<file path="src/rtl/spike_train_tx.sv">
// rtl/spike_train_tx.sv - periodic spike generator with window-synchronous reconfiguration and counting
//
// Emits a pulse train on spike_out with a programmable period and high time.
// New settings are staged through a shadow register (load) and take effect on
// the next synchronized sim_clk rising edge (window_tick), which also latches
// the number of spikes emitted during the window just completed.
//
// Ports:
//   clk          in   fast clock; all state on its rising edge
//   reset_global in   asynchronous active-high reset
//   sim_clk      in   window clock, asynchronous to clk
//   enable       in   1 = emit spikes, 0 = finish current pulse then idle
//   load         in   strobe capturing period/pulse_width into the shadow
//   period       in   [31:0] clk cycles between rising edges, 0 = silence
//   pulse_width  in   [7:0]  spike high time in clk cycles
//   spike_out    out  registered spike line
//   spike_cnt    out  [31:0] rising edges in the last completed window
//   window_tick  out  one-cycle pulse per synchronized sim_clk rising edge
//   pending      out  shadow holds settings not yet applied

module spike_train_tx #(
  parameter int SYNC_STAGES = 2,
  parameter int MIN_PERIOD  = 2
) (
  input  logic        clk,
  input  logic        reset_global,
  input  logic        sim_clk,
  input  logic        enable,
  input  logic        load,
  input  logic [31:0] period,
  input  logic [7:0]  pulse_width,
  output logic        spike_out,
  output logic [31:0] spike_cnt,
  output logic        window_tick,
  output logic        pending
);

  localparam logic [31:0] MIN_P = 32'(MIN_PERIOD);

  typedef enum logic [1:0] {
    ST_IDLE = 2'd0,
    ST_HIGH = 2'd1,
    ST_LOW  = 2'd2
  } state_t;

  // Synchronizer and edge detect
  logic [SYNC_STAGES-1:0] sync_q, sync_d;
  logic                   hist_q, hist_d;
  logic                   window_tick_q, window_tick_d;

  // Configuration
  logic [31:0] shadow_period_q, shadow_period_d;
  logic [7:0]  shadow_width_q, shadow_width_d;
  logic [31:0] active_period_q, active_period_d;
  logic [7:0]  active_width_q, active_width_d;
  logic        pending_q, pending_d;

  // Pulse generator
  state_t      state_q, state_d;
  logic [31:0] phase_q, phase_d;
  logic        spike_q, spike_d;

  // Counting
  logic [31:0] run_cnt_q, run_cnt_d;
  logic [31:0] spike_cnt_q, spike_cnt_d;

  // Helpers
  logic        sync_s;
  logic        apply;
  logic [31:0] eff_period;
  logic [31:0] eff_width;
  logic [31:0] new_eff_period;
  logic        stop;
  logic        start_on_apply;
  logic        rise;
  logic [31:0] run_inc;

  function automatic logic [31:0] f_eff_period(input logic [31:0] p);
    if (p == 32'd0)
      return 32'd0;
    else if (p < MIN_P)
      return MIN_P;
    else
      return p;
  endfunction

  // With ep = 0 the subtraction wraps to all ones, so the raw width is kept;
  // that only matters while a pulse drains after the period went to zero.
  function automatic logic [31:0] f_eff_width(input logic [7:0] w, input logic [31:0] ep);
    logic [31:0] w32;
    w32 = {24'd0, w};
    if (w == 8'd0)
      return 32'd1;
    else if (w32 > ep - 32'd1)
      return ep - 32'd1;
    else
      return w32;
  endfunction

  always_comb begin
    sync_d        = {sync_q[SYNC_STAGES-2:0], sim_clk};
    sync_s        = sync_q[SYNC_STAGES-1];
    hist_d        = sync_s;
    window_tick_d = sync_s & ~hist_q;
  end

  always_comb begin
    apply          = window_tick_q & pending_q;
    eff_period     = f_eff_period(active_period_q);
    eff_width      = f_eff_width(active_width_q, eff_period);
    new_eff_period = f_eff_period(shadow_period_q);
    // Stop also looks at settings being applied this cycle so that a pulse
    // train switched to silence never starts another pulse.
    stop           = ~enable | (eff_period == 32'd0) | (apply & (new_eff_period == 32'd0));
    start_on_apply = apply & enable & (new_eff_period != 32'd0);
  end

  // Shadow / active configuration. A load coinciding with the tick is staged
  // after the current shadow has been applied, so it stays pending.
  always_comb begin
    shadow_period_d = shadow_period_q;
    shadow_width_d  = shadow_width_q;
    active_period_d = active_period_q;
    active_width_d  = active_width_q;
    pending_d       = pending_q;
    if (apply) begin
      active_period_d = shadow_period_q;
      active_width_d  = shadow_width_q;
      pending_d       = 1'b0;
    end
    if (load) begin
      shadow_period_d = period;
      shadow_width_d  = pulse_width;
      pending_d       = 1'b1;
    end
  end

  // Pulse FSM: phase counts clk cycles from the rising edge and wraps at
  // eff_period - 1. Comparisons use >= so a reconfiguration that shrinks the
  // limits below the current phase still terminates the pulse.
  always_comb begin
    state_d = state_q;
    phase_d = phase_q;
    case (state_q)
      ST_IDLE: begin
        phase_d = 32'd0;
        if (!stop)
          state_d = ST_HIGH;
      end
      ST_HIGH: begin
        if (phase_q >= eff_width - 32'd1) begin
          if (stop) begin
            state_d = ST_IDLE;
            phase_d = 32'd0;
          end else begin
            state_d = ST_LOW;
            phase_d = phase_q + 32'd1;
          end
        end else begin
          phase_d = phase_q + 32'd1;
        end
      end
      ST_LOW: begin
        if (stop) begin
          state_d = ST_IDLE;
          phase_d = 32'd0;
        end else if (phase_q >= eff_period - 32'd1) begin
          state_d = ST_HIGH;
          phase_d = 32'd0;
        end else begin
          phase_d = phase_q + 32'd1;
        end
      end
      default: begin
        state_d = ST_IDLE;
        phase_d = 32'd0;
      end
    endcase
    if (start_on_apply) begin
      state_d = ST_HIGH;
      phase_d = 32'd0;
    end
  end

  // A rise produced on the tick cycle becomes visible in the new window, so
  // it seeds the fresh running count rather than the latched one.
  always_comb begin
    spike_d     = (state_d == ST_HIGH);
    rise        = spike_d & ~spike_q;
    run_inc     = (run_cnt_q == 32'hFFFF_FFFF) ? run_cnt_q : run_cnt_q + 32'd1;
    spike_cnt_d = spike_cnt_q;
    run_cnt_d   = run_cnt_q;
    if (window_tick_q) begin
      spike_cnt_d = run_cnt_q;
      run_cnt_d   = rise ? 32'd1 : 32'd0;
    end else if (rise) begin
      run_cnt_d   = run_inc;
    end
  end

  // Synchronizer resets high so a sim_clk already high at release is not
  // mistaken for a rising edge.
  always_ff @(posedge clk or posedge reset_global) begin
    if (reset_global) begin
      sync_q          <= '1;
      hist_q          <= 1'b1;
      window_tick_q   <= 1'b0;
      shadow_period_q <= 32'd0;
      shadow_width_q  <= 8'd1;
      active_period_q <= 32'd0;
      active_width_q  <= 8'd1;
      pending_q       <= 1'b0;
      state_q         <= ST_IDLE;
      phase_q         <= 32'd0;
      spike_q         <= 1'b0;
      run_cnt_q       <= 32'd0;
      spike_cnt_q     <= 32'd0;
    end else begin
      sync_q          <= sync_d;
      hist_q          <= hist_d;
      window_tick_q   <= window_tick_d;
      shadow_period_q <= shadow_period_d;
      shadow_width_q  <= shadow_width_d;
      active_period_q <= active_period_d;
      active_width_q  <= active_width_d;
      pending_q       <= pending_d;
      state_q         <= state_d;
      phase_q         <= phase_d;
      spike_q         <= spike_d;
      run_cnt_q       <= run_cnt_d;
      spike_cnt_q     <= spike_cnt_d;
    end
  end

  assign spike_out   = spike_q;
  assign spike_cnt   = spike_cnt_q;
  assign window_tick = window_tick_q;
  assign pending     = pending_q;

endmodule

</file>
<file path="config.mk">
export PLATFORM = sky130hd
export DESIGN_NAME = spike_train_tx
export DESIGN_NICKNAME = d
export VERILOG_FILES = /design/src/rtl/spike_train_tx.sv
export SDC_FILE = /design/constraint.sdc
export NUM_CORES = 1
export LEC_CHECK = 0
export BUFFER_PORTS_ARGS = -buffer_cell sky130_fd_sc_hd__clkbuf_2
export CAP_MARGIN = 20
export CORE_AREA = 2 2 137 139
export CTS_CLUSTER_SIZE = 12
export DETAILED_ROUTE_END_ITERATION = 8
export DIE_AREA = 0 0 139 141
export GPL_ROUTABILITY_DRIVEN = 0
export PLACE_DENSITY = 0.84
export SLEW_MARGIN = 20
export SYNTH_ARGS = -nofsm -noshare
export SYNTH_HDL_FRONTEND = slang
export SYNTH_SLANG_ARGS = --single-unit
export TNS_END_PERCENT = 50
</file>
<file path="constraint.sdc">
create_clock -name clk -period 9.1 [get_ports clk]
set_clock_uncertainty 0.05 [all_clocks]
set_input_delay 0.455 -clock clk [delete_from_list [all_inputs] [get_ports clk]]
set_output_delay 0.455 -clock clk [all_outputs]
set_load 0.02 [all_outputs]
</file>
# After elaboration in Yosys (flattened, before gate mapping)
# Cells that the tools add are included.
dict set report totals {
  elab_cells 73
  out_inout_bits 35
  regBits 184
  input_bits 45
}
dict set report op_classes {
  add_sub_neg 4
  muxes 25
  reduce_logical 10
  n_eq_ne 5
  order_cmp 5
  bitwise_logic 11
}
# op n
set op_table {}
lappend op_table {{two-way mux 32 bit} 14}
lappend op_table {{logical NOT 32 bit} 4}
lappend op_table {{adder 32 x 1 -> 32 bit (second input constant)} 2}
lappend op_table {{greater-or-equal comparator 32 bit} 2}
lappend op_table {{less-than comparator 32 x 2 -> 1 bit (second input constant)} 2}
lappend op_table {{case mux 32 bit (2 select lines)} 1}
lappend op_table {{subtractor 32 x 1 -> 32 bit (second input constant)} 2}
lappend op_table {{== test 32 bit (second input constant)} 1}
lappend op_table {{> comparator 8 x 32 -> 1 bit} 1}
lappend op_table {{nonzero test 32 bit} 1}
lappend op_table {{two-way mux 2 bit} 6}
lappend op_table {{logical NOT 8 bit} 1}
lappend op_table {{bitwise AND 1 bit} 6}
lappend op_table {{case mux 2 bit (3 select lines)} 1}
lappend op_table {{== test 2 x 1 -> 1 bit (second input constant)} 2}
lappend op_table {{nonzero test 2 bit} 2}
lappend op_table {{two-way mux 1 bit} 3}
lappend op_table {{inverter 1 bit} 3}
lappend op_table {{== test 2 bit (second input constant)} 1}
lappend op_table {{logical NOT 2 bit} 1}
lappend op_table {{!= test 2 bit (second input constant)} 1}
lappend op_table {{OR 1 bit} 2}
lappend op_table {{AND reduction 2 bit} 1}

# Depth between registers and ports, before layout
dict set report logic_depth {
  depth_word 16
  mapped_depth 37
  mapped_depth_nobuf 32
}

# Least setup slack after synthesis
# No wires, ideal clock.
dict set report synth_timing {
  path_kind {reg2reg}
  startpoint {register active_period_q[16]}
  endpoint {register run_cnt_q[9]}
  synth_period_minus_slack_ns 8.287
  setup_ns 0.125
  arrival_ns 8.112
  setup_slack_ns 0.813
  required_time_ns 8.925
  n_path_buf 3
  path_stages_with_launch 35
  cell_sequence {dfrtp_1 > or4_4 > or4_4 > or2_4 > o31ai_1 > ha_1 > nor3b_1 > nand2_1 > xor2_1 > ha_1 > nand4_1 > a21oi_1 > o31ai_1 > nor4_1 > and3_1 > mux2_2 > nor2_1 > ha_1 > clkbuf_1 > nand2_1 > nor3_1 > xor2_1 > o21ai_0 > ha_1 > nand2_1 > o21ai_0 > a211o_1 > a31oi_1 > o2111a_1 > nor2_1 > o311a_1 > buf_2 > buf_2 > nor3_1 > mux2_2}
}
dict set report synth_via {
  elab_chain_len 16
  elab_cells_between_ends 25
  classes_between {add/sub (2); order compare (4); eq/ne (1); mux (11); bitwise (3); reduce/logical (4)}
}
# item line
set synth_rtl {}
lappend synth_rtl {{from (decl)} 54} ;# logic [31:0] active_period_q, active_period_d;
lappend synth_rtl {{from (signal assigned)} 224} ;# active_period_q <= active_period_d;
lappend synth_rtl {{less-than comparator 32 x 2 -> 1 bit} 81} ;# else if (p < MIN_P)
lappend synth_rtl {{two-way mux 32 bit} 81}
lappend synth_rtl {{two-way mux 32 bit *} 79} ;# if (p == 32'd0)
lappend synth_rtl {{subtractor 32 x 1 -> 32 bit} {94, 95, 167}}
lappend synth_rtl {{> comparator 8 x 32 -> 1 bit} 94} ;# else if (w32 > ep - 32'd1)
lappend synth_rtl {{two-way mux 32 bit} 94}
lappend synth_rtl {{two-way mux 32 bit} 92} ;# if (w == 8'd0)
lappend synth_rtl {{subtractor 32 x 1 -> 32 bit} 151} ;# if (phase_q >= eff_width - 32'd1) begin
lappend synth_rtl {{greater-or-equal comparator 32 bit} 151}
lappend synth_rtl {{two-way mux 2 bit} 151}
lappend synth_rtl {{case mux 2 bit (3 select lines) *} 144} ;# case (state_q)
lappend synth_rtl {{two-way mux 2 bit *} 179} ;# if (start_on_apply) begin
lappend synth_rtl {{== test 2 x 1 -> 1 bit *} 188} ;# spike_d = (state_d == ST_HIGH);
lappend synth_rtl {{bitwise AND 1 bit *} 189} ;# rise = spike_d & ~spike_q;
lappend synth_rtl {{nonzero test 2 bit (no source line) *} -}
lappend synth_rtl {{AND reduction 2 bit (no source line) *} -}
lappend synth_rtl {{to (signal assigned)} 230} ;# run_cnt_q <= run_cnt_d;
lappend synth_rtl {{to (decl)} 64} ;# logic [31:0] run_cnt_q, run_cnt_d;
# Every way passes the cells marked *; elsewhere a longest branch is shown, timed or not.
# A chain may end at the register's enable or synchronous reset.

# Final worst setup path
dict set report layout_timing {
  startpoint {register active_period_q[16]}
  endpoint {register run_cnt_q[23]}
}
# The elaborated chain is that of the path after synthesis.

==> flow_summary.ini <==
[detailed_routing]
vias_per_cell = 6.29
ant_nets = 0
first_pass_iters = 5
drt_iter0_markers = 873
drt-wirelength-per-cell_um = 18.7
routed_wirelength_um = 25700
post-route-drc-count = 0
detailroute.via_count = 8663

[sta]
period_minus_slack_ns = 8.62
worst-slew-pin-transition_ns = 1.14
finalSetupViolCount = 0
achievable-frequency_mhz = 116
maxSlewViolCount = 0
final_hold_viol_count = 0
final.setup.worst_slack_ns = 0.478
timing.final.crit_share = 0.947
timing.slew.headroom = 0.239

[cells_and_area]
finish.net_count = 1256
syn2layout_area_growth_pct = 11.6
diodes = 0
drive_gt1_frac = 0.239
final_cell_area_sq_um = 12200
final_cells = 1377

[power]
power_report.internal_total_w = 0.00155
power.leakage_nw = 5.35
power_density_relative_to_cell_area_nw_per_um2 = 196
net-switching-power_w = 0.000839
share_clk_of_total_power = 0.323
power.ir.vdd_worst_uv = 174
sw_frac_of_total = 0.351
p_comb_frac = 0.254
p_seq_frac = 0.424

[floorplan]
die-area_sq_um = 19600
initial_core_util = 0.597
dieHeight_um = 141
number_of_top_level_pins = 80
rows = 50
die_width_um = 139
placeableCoreArea_sq_um = 18300

[clocking]
clock-sinks = 184
quantity_of_hold_fixing_buffers_added_after_cts = 0
cts_made_buffers = 17
cts_root_buffer = sky130_fd_sc_hd__clkbuf_16
clk-insertion-delay-late_ns = 0.44
worst_setup_hold_path_clk_slew_ns = 0.08
post_cts_buffers = 0
cts_max_level = 4
cts_buffer_depth = 2
clock_tree_from_tritoncts = yes

[setup_path]
worstRegToRegCells = 32
critical_path.endpoint_type = flop
cp.required_ns = 9.39
cp-start-kind = flop
critPathMaxStageDelay_ns = 0.60
reg2reg_setup_slack_ns = 0.48
criticalPathCategory = reg2reg
timing.critical_path.arrival_ns = 8.91
critPathMaxFanout = 48
critical_path.slowest_cell = sky130_fd_sc_hd__or4_4

[min_path]
worstHoldPathType = in2reg
hold_path_depth = 1

[global_route]
number_of_antenna_violations_at_the_first_check_in_global_routing = 0
grt_usage = 0.267
grt_pass1_wl_um = 42500
grt_max_degree = 80
overflow = 0
first_global_vias = 8369

[placement]
place.detailed.hpwl_um = 17800
detailedPlace.worstSlack_ns = 0.287
post-place-cells = 1345
io_buffers = 79
place_area_sq_um = 11500

[logic_synthesis]
yosys_most_used_dff = sky130_fd_sc_hd__dfrtp_1
synth_edf_count = 0
post_synth_inst_count = 1065
synth_sequential_area_ratio = 0.423
asyncSetResetFlopFracSynth = 1.00
post_synth.cell_area_avg_sq_um = 10.2
yosysWarnings = 0
synthesis.area_sq_um = 10900
synth_nets = 1191
post_synth_num_cell_types = 66
ys_seq_elements = 184

[status]
run_status = completed

[flow_run]
timing.max_cap.violations = 0
-- layer usage --
layer	wire (um)	share of wire	track usage	vias to the layer above
met4	939	0.037	0.123	0
met1	11100	0.43	0.370	4202
met5	0	0	0	-
met2	11900	0.46	0.412	363
li1	-	-	-	4034
met3	1730	0.067	0.0489	64
-- synth_stat cells (all sizes together), types with 6 or more instances --
cell    instances  area [sq um]
o211ai         18           135
nor2b          24           150
o21ai          23           115
and3           21           131
or3             7          43.8
buf            18          86.3
nand3          49           245
clkbuf         31           116
mux2          128          1440
nand4          33           206
o21a            6          45.0
nor2          109           412
and2            9          56.3
a21oi          38           190
or4            12          97.6
ha             81          1010
nor3           26           130
o31ai          11          82.6
xnor2          34           298
xor2           29           254
nor4           27           169
nand2          60           225
dfrtp         179          4480
inv            18          67.6
-- per-stage QoR --
stage | power [W] | hold WS [ns] | setup TNS [ns] | util
floorplan | 0.00143 | 0.295 | 0 | -
global placement | 0.00158 | 0.298 | 0 | 0.630
detailed placement | 0.00161 | 0.305 | 0 | 0.630
CTS | 0.00238 | 0.0335 | 0 | 0.664
global route | 0.00251 | 0.0315 | -0.0132 | 0.666
finish | 0.00239 | 0.0391 | 0 | 0.666
-- worst max-delay path: cells and delay by family (launching register included) --
kind	cells	cell delay, ns
AND/OR/NAND/NOR	13	3.82
AO/OA/AOI/OAI	11	2.27
adder cells (fa/ha/maj)	3	0.68
buffers and inverters	3	0.66
flip-flops	1	0.45
multiplexers	1	0.34
XOR/XNOR	1	0.22
-- power by group through the flow --
stage | sequential, W | combinational (W) | clock (W)
3_3_place_gp | 0.00101 | 0.000567 | 0
5_1_grt | 0.00102 | 0.000670 | 0.000813
3_5_place_dp | 0.00102 | 0.000587 | 0
4_1_cts | 0.00101 | 0.000596 | 0.000779
6_report | 0.00101 | 0.000607 | 0.000771
2_1_floorplan | 0.000990 | 0.000445 | 0
-- path summary, 6_finish.rpt --
| path | start | end |
|---|---|---|
| hold / removal | sim_clk | sync_q[0]$_DFF_PP1_ |
| hold reg to reg | sync_q[1]$_DFF_PP1_ | hist_q$_DFF_PP1_ |
| setup reg to reg | active_period_q[16]$_DFFE_PP0P_ | run_cnt_q[23]$_DFFE_PP0P_ |
| max in group asynchronous | reset_global | window_tick$_DFF_PP0_ |
| min in group asynchronous | reset_global | shadow_period_q[30]$_DFFE_PP0P_ |
| setup / recovery | active_period_q[16]$_DFFE_PP0P_ | run_cnt_q[23]$_DFFE_PP0P_ |
-- cell families (layout without fill, tap and decap cells) --
family | after synthesis | count (layout) | synth area share
xor gates and xnor gates | 63 | 63 | 0.0506
AOI/OAI and AO/OA | 141 | 141 | 0.0882
and+or+nand+nor | 399 | 399 | 0.187
muxes | 129 | 129 | 0.133
DFF | 184 | 184 | 0.423
buffers and inverters | 68 | 146 | 0.0251
adders and majority gates | 81 | 81 | 0.0930
-- cells in the final DEF, fill, tap and decap left out, types with 18 or more instances in the layout --
| cell type | synthesis | final |
|---|---|---|
| sky130_fd_sc_hd__nand2_1 | 60 | 60 |
| sky130_fd_sc_hd__nand4_1 | 33 | 33 |
| sky130_fd_sc_hd__clkbuf_2 | 0 | 79 |
| sky130_fd_sc_hd__o21ai_0 | 22 | 22 |
| sky130_fd_sc_hd__nand3_1 | 49 | 49 |
| sky130_fd_sc_hd__and3_1 | 21 | 21 |
| sky130_fd_sc_hd__xor2_1 | 29 | 29 |
| sky130_fd_sc_hd__nor4_1 | 27 | 25 |
| sky130_fd_sc_hd__xnor2_1 | 34 | 34 |
| sky130_fd_sc_hd__dfrtp_1 | 179 | 178 |
| sky130_fd_sc_hd__nor2b_1 | 24 | 23 |
| sky130_fd_sc_hd__nor2_1 | 108 | 108 |
| sky130_fd_sc_hd__ha_1 | 81 | 81 |
| sky130_fd_sc_hd__nor3_1 | 26 | 25 |
| sky130_fd_sc_hd__mux2_2 | 122 | 122 |
| sky130_fd_sc_hd__a21oi_1 | 38 | 38 |
| sky130_fd_sc_hd__o211ai_1 | 18 | 18 |
-- state kept, by name, indices dropped and copies added (netlist names) --
name and cells:
active_period_q 32, phase_q 32, run_cnt_q 32, shadow_period_q 32
spike_cnt 32, active_width_q 8, shadow_width_q 8, state_q 2
sync_q 2, hist_q 1, pending 1, spike_out 1
window_tick 1
-- final cells by class --
cell class	instances	area (sq um)
inverters	19	76.3
well taps	234	293
repair buffers	95	515
flip-flops and latches	184	4610
clock inverters	15	190
clock buffers	17	425
multi-input cells	813	6050
fillers	1366	6100
-- timing repair --
item,in CTS,in global routing
gates resized for setup,0,4
endpoints found under the hold margin,0,0
endpoints found under the setup margin,0,32
(Power assumes the default switching activity.)
